`src/rtl/ps2_receiver_if.sv`:
```
// PS/2 receiver bundle: raw pins and enable in, scan code and status pulses out.
interface ps2_receiver_if;
  logic       ps2_clk;
  logic       ps2_data;
  logic       rx_en;
  logic       rx_done_tick;
  logic [7:0] dout;
  logic       frame_err;
  logic       parity_err;

  modport master (
    output ps2_clk, ps2_data, rx_en,
    input  rx_done_tick, dout, frame_err, parity_err
  );

  modport slave (
    input  ps2_clk, ps2_data, rx_en,
    output rx_done_tick, dout, frame_err, parity_err
  );
endinterface

```
`src/rtl/ps2_receiver.sv`:
```
// PS/2 device-to-host receiver: pin sync, clock deglitch filter, 11-bit frame deserialiser.
// Define PS2_PARITY_CHECK_EN to check odd parity and drop bad-parity frames.
module ps2_receiver #(
  parameter int unsigned FILTER_LEN  = 8,
  parameter int unsigned TIMEOUT_CYC = 65000
) (
  input  logic           clk,
  input  logic           rst,
  ps2_receiver_if.slave  bus
);

`ifdef PS2_PARITY_CHECK_EN
  localparam bit PARITY_CHECK = 1'b1;
`else
  localparam bit PARITY_CHECK = 1'b0;
`endif

  localparam int unsigned TW = (TIMEOUT_CYC > 2) ? $clog2(TIMEOUT_CYC) : 1;

  typedef enum logic [1:0] {IDLE, RECV, DONE} state_t;

  logic [1:0]            clk_sync;
  logic [1:0]            data_sync;
  logic [FILTER_LEN-1:0] filt;
  logic                  f_clk;
  logic                  f_clk_q;
  logic                  fall_edge;
  logic                  data_s;

  state_t                state;
  logic [3:0]            bit_cnt;
  logic [9:0]            shreg;
  logic [TW-1:0]         tcnt;
  logic [7:0]            dout_r;
  logic                  tick_r;
  logic                  ferr_r;
  logic                  perr_r;
  logic                  parity_ok;

  // Pins idle high, so every stage resets to 1 to avoid a spurious edge out of reset.
  always_ff @(posedge clk) begin
    if (rst) begin
      clk_sync  <= 2'b11;
      data_sync <= 2'b11;
      filt      <= '1;
      f_clk     <= 1'b1;
      f_clk_q   <= 1'b1;
    end else begin
      clk_sync  <= {clk_sync[0], bus.ps2_clk};
      data_sync <= {data_sync[0], bus.ps2_data};
      filt      <= {filt[FILTER_LEN-2:0], clk_sync[1]};
      if (filt == '1)
        f_clk <= 1'b1;
      else if (filt == '0)
        f_clk <= 1'b0;
      f_clk_q   <= f_clk;
    end
  end

  assign fall_edge = f_clk_q & ~f_clk;
  assign data_s    = data_sync[1];
  assign parity_ok = ^shreg[8:0];

  always_ff @(posedge clk) begin
    if (rst) begin
      state   <= IDLE;
      bit_cnt <= '0;
      shreg   <= '0;
      tcnt    <= '0;
      dout_r  <= '0;
      tick_r  <= 1'b0;
      ferr_r  <= 1'b0;
      perr_r  <= 1'b0;
    end else begin
      tick_r <= 1'b0;
      ferr_r <= 1'b0;
      perr_r <= 1'b0;
      case (state)
        IDLE: begin
          if (fall_edge && bus.rx_en && !data_s) begin
            state   <= RECV;
            bit_cnt <= 4'd9;
            tcnt    <= '0;
          end
        end
        RECV: begin
          if (fall_edge) begin
            shreg <= {data_s, shreg[9:1]};
            tcnt  <= '0;
            if (bit_cnt == 4'd0)
              state <= DONE;
            else
              bit_cnt <= bit_cnt - 4'd1;
          end else if (tcnt == TW'(TIMEOUT_CYC - 1)) begin
            state  <= IDLE;
            ferr_r <= 1'b1;
          end else begin
            tcnt <= tcnt + TW'(1);
          end
        end
        DONE: begin
          // A bad stop bit takes precedence over a parity failure.
          state <= IDLE;
          if (!shreg[9]) begin
            ferr_r <= 1'b1;
          end else if (PARITY_CHECK && !parity_ok) begin
            perr_r <= 1'b1;
          end else begin
            tick_r <= 1'b1;
            dout_r <= shreg[7:0];
          end
        end
        default: state <= IDLE;
      endcase
    end
  end

  assign bus.rx_done_tick = tick_r;
  assign bus.dout         = dout_r;
  assign bus.frame_err    = ferr_r;
`ifdef PS2_PARITY_CHECK_EN
  assign bus.parity_err   = perr_r;
`else
  assign bus.parity_err   = 1'b0;
`endif

endmodule

```
`src/flat_wrapper.sv`:
```
// flat-port wrapper written by rule: the top's interface ports become plain ports
module ps2_receiver_flat 
#(
  parameter int unsigned FILTER_LEN  = 8,
  parameter int unsigned TIMEOUT_CYC = 65000
)
  (clk, rst, bus_ps2_clk, bus_ps2_data, bus_rx_en, bus_rx_done_tick, bus_dout, bus_frame_err, bus_parity_err);
  ps2_receiver_if bus_i ();
  input  logic clk;
  input  logic rst;
  input wire logic [$bits(bus_i.ps2_clk)-1:0] bus_ps2_clk;
  input wire logic [$bits(bus_i.ps2_data)-1:0] bus_ps2_data;
  input wire logic [$bits(bus_i.rx_en)-1:0] bus_rx_en;
  output wire logic [$bits(bus_i.rx_done_tick)-1:0] bus_rx_done_tick;
  output wire logic [$bits(bus_i.dout)-1:0] bus_dout;
  output wire logic [$bits(bus_i.frame_err)-1:0] bus_frame_err;
  output wire logic [$bits(bus_i.parity_err)-1:0] bus_parity_err;
  assign bus_i.ps2_clk = bus_ps2_clk;
  assign bus_i.ps2_data = bus_ps2_data;
  assign bus_i.rx_en = bus_rx_en;
  assign bus_rx_done_tick = bus_i.rx_done_tick;
  assign bus_dout = bus_i.dout;
  assign bus_frame_err = bus_i.frame_err;
  assign bus_parity_err = bus_i.parity_err;
  ps2_receiver #(.FILTER_LEN(FILTER_LEN), .TIMEOUT_CYC(TIMEOUT_CYC)) u_core (.clk(clk), .rst(rst), .bus(bus_i));
endmodule
```
`config.mk`:
```
export PLATFORM = sky130hd
export DESIGN_NAME = ps2_receiver_flat
export DESIGN_NICKNAME = d
export VERILOG_FILES = /design/src/rtl/ps2_receiver_if.sv /design/src/rtl/ps2_receiver.sv /design/src/flat_wrapper.sv
export SDC_FILE = /design/constraint.sdc
export NUM_CORES = 1
export LEC_CHECK = 0
export ABC_AREA = 0
export BUFFER_PORTS_ARGS = -buffer_cell sky130_fd_sc_hd__buf_2
export CAP_MARGIN = 5
export CORE_UTILIZATION = 59
export CTS_CLUSTER_SIZE = 25
export DETAILED_ROUTE_END_ITERATION = 8
export PLACE_DENSITY = 0.78
export SLEW_MARGIN = 20
export SYNTH_ARGS = -nofsm -noshare
export SYNTH_HDL_FRONTEND = slang
export SYNTH_SLANG_ARGS = --single-unit
```
`constraint.sdc`:
```
create_clock -name clk -period 2.3 [get_ports clk]
set_input_delay 0.23 -clock clk [delete_from_list [all_inputs] [get_ports clk]]
set_output_delay 0.23 -clock clk [all_outputs]
set_load 0.01 [all_outputs]
```
# Word-level counts from Yosys, hierarchy flattened
# Cells that the tools add are included.
dict set report totals {
  register_bits 56
  input_bits 5
  elab_cells 59
}
dict set report classes {
  addsub 2
  n_eq_ne 10
  n_mux 18
  bitwise_logic 3
  n_reduce_logical 14
}
# cell n
set op_table {}
lappend op_table {{16-bit two-way mux} 3}
lappend op_table {{16-bit case mux with 2 select lines} 1}
lappend op_table {{16-bit by 1-bit adder with 16-bit output (second input constant)} 1}
lappend op_table {{16-bit equality test (second input constant)} 1}
lappend op_table {{4-bit two-way mux} 3}
lappend op_table {{8-bit equality test (second input constant)} 1}
lappend op_table {{8-bit zero test} 1}
lappend op_table {{2-bit two-way mux} 4}
lappend op_table {{4-bit case mux with 2 select lines} 1}
lappend op_table {{3-bit AND reduction} 2}
lappend op_table {{4-bit zero test} 1}
lappend op_table {{1-bit two-way mux} 4}
lappend op_table {{2-bit by 1-bit inequality test with 1-bit output (second input constant)} 2}
lappend op_table {{2-bit case mux with 2 select lines} 1}
lappend op_table {{2-bit AND reduction} 2}
lappend op_table {{4-bit AND reduction} 1}
lappend op_table {{2-bit OR reduction} 2}
lappend op_table {{4-bit by 1-bit subtractor with 4-bit output (second input constant)} 1}
lappend op_table {{3-bit by 1-bit inequality test with 1-bit output (second input constant)} 1}
lappend op_table {{3-bit by 2-bit inequality test with 1-bit output (second input constant)} 1}
lappend op_table {{3-bit inequality test (second input constant)} 1}
lappend op_table {{2-bit by 1-bit equality test with 1-bit output (second input constant)} 1}
lappend op_table {{2-bit equality test (second input constant)} 1}
lappend op_table {{1-bit logical AND} 2}
lappend op_table {{other kinds (7)} 8}

# Depth between registers and ports, before layout
dict set report logic_depth {
  depth_word 6
  depth_mapped 8
  mapped_depth_nobuf 7
}

# Worst setup path before layout
# Ideal clock, no wire load.
dict set report synth_path {
  kind {reg2reg}
  from {register u_core.tcnt[9]}
  to {register u_core.state[1]}
  arrival_ns 1.972
  required_time_ns 2.197
  slack_ns 0.225
  path_stages_with_launch 8
  path_buffers 2
  synth_period_minus_slack_ns 2.075
  cell_sequence {dfxtp_1 > buf_6 > nand4bb_1 > or4_1 > clkbuf_2 > or2_4 > a31o_1 > a2111oi_2}
}
dict set report synth_via {
  elab_chain_len 3
}
# element line_no
set synth_lines {}
lappend synth_lines {{start, declared} ps2_receiver.sv:33} ;# logic [TW-1:0] tcnt;
lappend synth_lines {{start signal, assigned} ps2_receiver.sv:98} ;# tcnt <= tcnt + TW'(1);
lappend synth_lines {{16-bit equality test} ps2_receiver.sv:94} ;# end else if (tcnt == TW'(TIMEOUT_CYC - 1)) begin
lappend synth_lines {{3-bit by 1-bit inequality test with 1-bit output (no source line)} n/a}
lappend synth_lines {{3-bit AND reduction (no source line)} n/a}
lappend synth_lines {{end signal, assigned} ps2_receiver.sv:91} ;# state <= DONE;
lappend synth_lines {{end signal, assigned} ps2_receiver.sv:95} ;# state <= IDLE;
lappend synth_lines {{end signal, assigned} ps2_receiver.sv:103} ;# state <= IDLE;
lappend synth_lines {{end, declared} ps2_receiver.sv:30} ;# state_t state;
# No other way between the ends.
# A chain may end at the register's enable or synchronous reset.

# Worst setup path in the final report
dict set report layout_path {
  from {register u_core.tcnt[0]}
  to {register u_core.state[1]}
}
# The elaborated chain is that of the path after synthesis.

==> impl_metrics.json <==
{
  "status": "completed",
  "htreeDepth": 2,
  "fill_cells": 334,
  "antenna_found_initial": 0,
  "synth_top_cell_by_area": "dfxtp_1",
  "cts_tree": "yes",
  "grt_max_degree": 23,
  "placedCellCount": 338,
  "power_density_nw_per_um2": 668,
  "cts_num_sinks": 56,
  "cts.path.max_buffers": 2,
  "hold_slack_ns": 0.0928,
  "synth-edff-count": 0,
  "max_slew.worst_pin.slew_ns": 0.735,
  "hold_viol_final": 0,
  "numCtsBuffers": 5,
  "hold-path-cell-count": 2,
  "drive_above_1_share_pct": 15.8,
  "synth_cells": 284,
  "synth_warnings": 0,
  "rsz0062_at_grt": "false",
  "endpoint_kind": "flip-flop",
  "grt_pass1_wl_um": 7570,
  "ios": 16,
  "core_sq_um": 3800,
  "fmaxAchievable_ghz": 0.468,
  "synth_seq_cells": 56,
  "reg2reg_from": "u_core.tcnt[0]$_SDFFE_PP0P_",
  "hpwl_um": 3070,
  "cts-hold-fix-buffers": 0,
  "port_buffers": 14,
  "maxCapViolCount": 0,
  "overflow": 0,
  "post_drt_wl_per_cell_um": 12.9,
  "fin_ws_ns": 0.163,
  "final_net_count": 309,
  "fin_worst_skew_ns": 0.00622,
  "crit_fanout": 6,
  "cts_root_buf": "clkbuf_8",
  "arrival_ns": 2.35,
  "slew_viol_final": 0,
  "min_path_type": "input port to flip-flop",
  "vdd_drop_max_mv": 0.417,
  "async_flop_share_pct": 0,
  "slew_headroom_pct": 50.6,
  "ys.flop_type": "dfxtp_1",
  "synthTopCellsByArea": "dfxtp_1 (46%), a21oi_1 (5.6%), nand2_1 (5.6%)",
  "synth_cell_types": 46,
  "seq_area_frac_synth_pct": 46.4,
  "synth.net_count": 296,
  "fin_crit_sh_pct": 92.9,
  "place_congestion": 0.773,
  "avgSynthCellArea_sq_um": 8.51,
  "leakagePower_uw": 0.000960,
  "gr-usage-all-layers_pct": 22.9,
  "fin_crit_ns": 2.14,
  "start_kind": "flip-flop",
  "multi_input_area_sq_um": 1200,
  "final_area_sq_um": 2620,
  "path_clk_slew_ns": 0.10,
  "dieWidth_um": 66.0,
  "final-seq-area_sq_um": 1120,
  "netlist_area_sq_um": 2420,
  "finalNonFillerCells": 346,
  "reg2reg_depth": 6,
  "ant_nets": 0,
  "crit_start": "u_core.tcnt[0]$_SDFFE_PP0P_",
  "ctsResizeCount": 0,
  "dp_slack_ns": 0.231,
  "cts_setup_buffers": 0,
  "min_from": "bus_ps2_clk",
  "worst_ep_required_time_ns": 2.52,
  "placed_area_sq_um": 2530,
  "drt_pre_antenna_iters": 4,
  "clock_latency_ns": 0.31,
  "crit_type": "flip-flop to flip-flop",
  "die-area_sq_um": 4350,
  "fin_setup_tns_ns": 0,
  "drt-total-wl_um": 4470,
  "syn_to_final_growth_pct": 8.60,
  "setup_viol": 0,
  "drc": 0,
  "diodes": 0,
  "initial_core_util_pct": 63.6,
  "grt_pass1_vias": 1744,
  "rows": 22,
  "synth_top_area_share_pct": 46.4,
  "die_h_um": 66.0,
  "first_iter_violations": 187,
  "viasPerCell": 5.71,
  "num_vias": 1974
}
[where the power goes]
part	total [uW]	switching, uW	internal (uW)	leakage, uW
combinational	202	130	72.6	0.000462
clock	554	331	223	0.0000452
sequential	997	11.3	986	0.000453
[layout make-up]
| class | instances | area share (%) |
|---|---|---|
| sequential | 56 | 42.7 |
| tap | 48 | 2.29 |
| inverter | 8 | 1.14 |
| clock inverter | 3 | 0.954 |
| multi-input combinational | 205 | 45.6 |
| clock buffer | 5 | 2.62 |
| timing repair buffer | 21 | 4.67 |
[routing by layer]
metal / part of all wire (%) / wire length (um) / GRT usage, % / vias to the layer above
met5: 0 / 0 / 0 / -
met4: 1.0 / 46 / 10.1 / 0
met3: 4.3 / 191 / 6.03 / 4
met2: 44 / 1990 / 34.6 / 48
met1: 50 / 2250 / 30.6 / 903
li1: - / - / - / 1019
[worst paths after layout]
kind	end	slack [ns]
setup / recovery	u_core.state[1]$_SDFFE_PP0P_	0.16
hold / removal	u_core.clk_sync[0]$_SDFF_PP1_	0.09
setup reg to reg	u_core.state[1]$_SDFFE_PP0P_	0.16
hold reg to reg	u_core.data_sync[1]$_SDFF_PP1_	0.42
[stage by stage]
step / total power [uW] / util (%)
after floorplan: 1180 / -
after global routing: 1840 / 69.1
final: 1750 / 69.1
after CTS: 1770 / 69.1
after global placement: 1220 / 66.6
after detailed placement: 1220 / 66.6
[cells in the mapped netlist, types with 2 or more instances]
library cell	number
or2_2	14
ha_1	7
a21oi_1	27
nand2_1	36
nor3_1	7
inv_1	8
clkbuf_1	11
a31oi_1	4
nand3b_1	2
xor2_1	2
nand2b_1	3
nand4_1	4
nor2b_1	3
xnor2_1	5
dfxtp_1	56
o211ai_1	2
nand3_1	26
nand4bb_1	2
nor4b_1	2
mux2i_1	3
o21ai_0	12
o31ai_1	3
nor2_1	18
or4_1	3
nor3b_1	3
[sequential cells by signal, summed over array words and instances, names as in the netlist]
signal                   cells
u_core.filt                  8
u_core.bus.rx_done_tick      1
u_core.bus.frame_err         1
u_core.data_sync             2
u_core.clk_sync              2
u_core.f_clk_q               1
u_core.state                 2
u_core.shreg                10
u_core.tcnt                 16
u_core.f_clk                 1
u_core.bit_cnt               4
u_core.bus.dout              8
[layout by cell type (no fill, tap or decap), types with 2 or more instances in the layout]
| cell type | instances |
|---|---|
| o31ai_1 | 3 |
| nand4bb_1 | 2 |
| buf_2 | 14 |
| a21oi_1 | 27 |
| inv_1 | 8 |
| nand3b_1 | 2 |
| nor2b_1 | 3 |
| nand4_1 | 4 |
| a31oi_1 | 4 |
| mux2i_1 | 3 |
| nand3_1 | 26 |
| nand2_1 | 36 |
| inv_6 | 2 |
| or2_2 | 14 |
| nand2b_1 | 3 |
| nor2_1 | 18 |
| buf_4 | 7 |
| dfxtp_1 | 56 |
| nor3_1 | 7 |
| clkbuf_8 | 5 |
| nor4b_1 | 2 |
| ha_1 | 7 |
| xor2_1 | 2 |
| nor3b_1 | 3 |
| xnor2_1 | 5 |
| or4_1 | 3 |
| o211ai_1 | 2 |
| o21ai_0 | 12 |
[critical path, cell delays in order (launching register included)]
cell and delay (ns):
dfxtp_1 0.40, ha_1 0.22, nand2_1 0.16, or4_1 0.45, or2_4 0.27, a31o_1 0.23
a2111oi_2 0.33
[logic make-up after synthesis]
group / share of synthesized area, %
fa+ha+maj: 3.62
other cells: 0.155
compound gates: 14.9
buf+inv: 4.09
xor+xnor: 2.54
mux: 1.24
simple gates: 27.0
flops: 46.4
No activity file was read; power rests on OpenSTA's default activity.
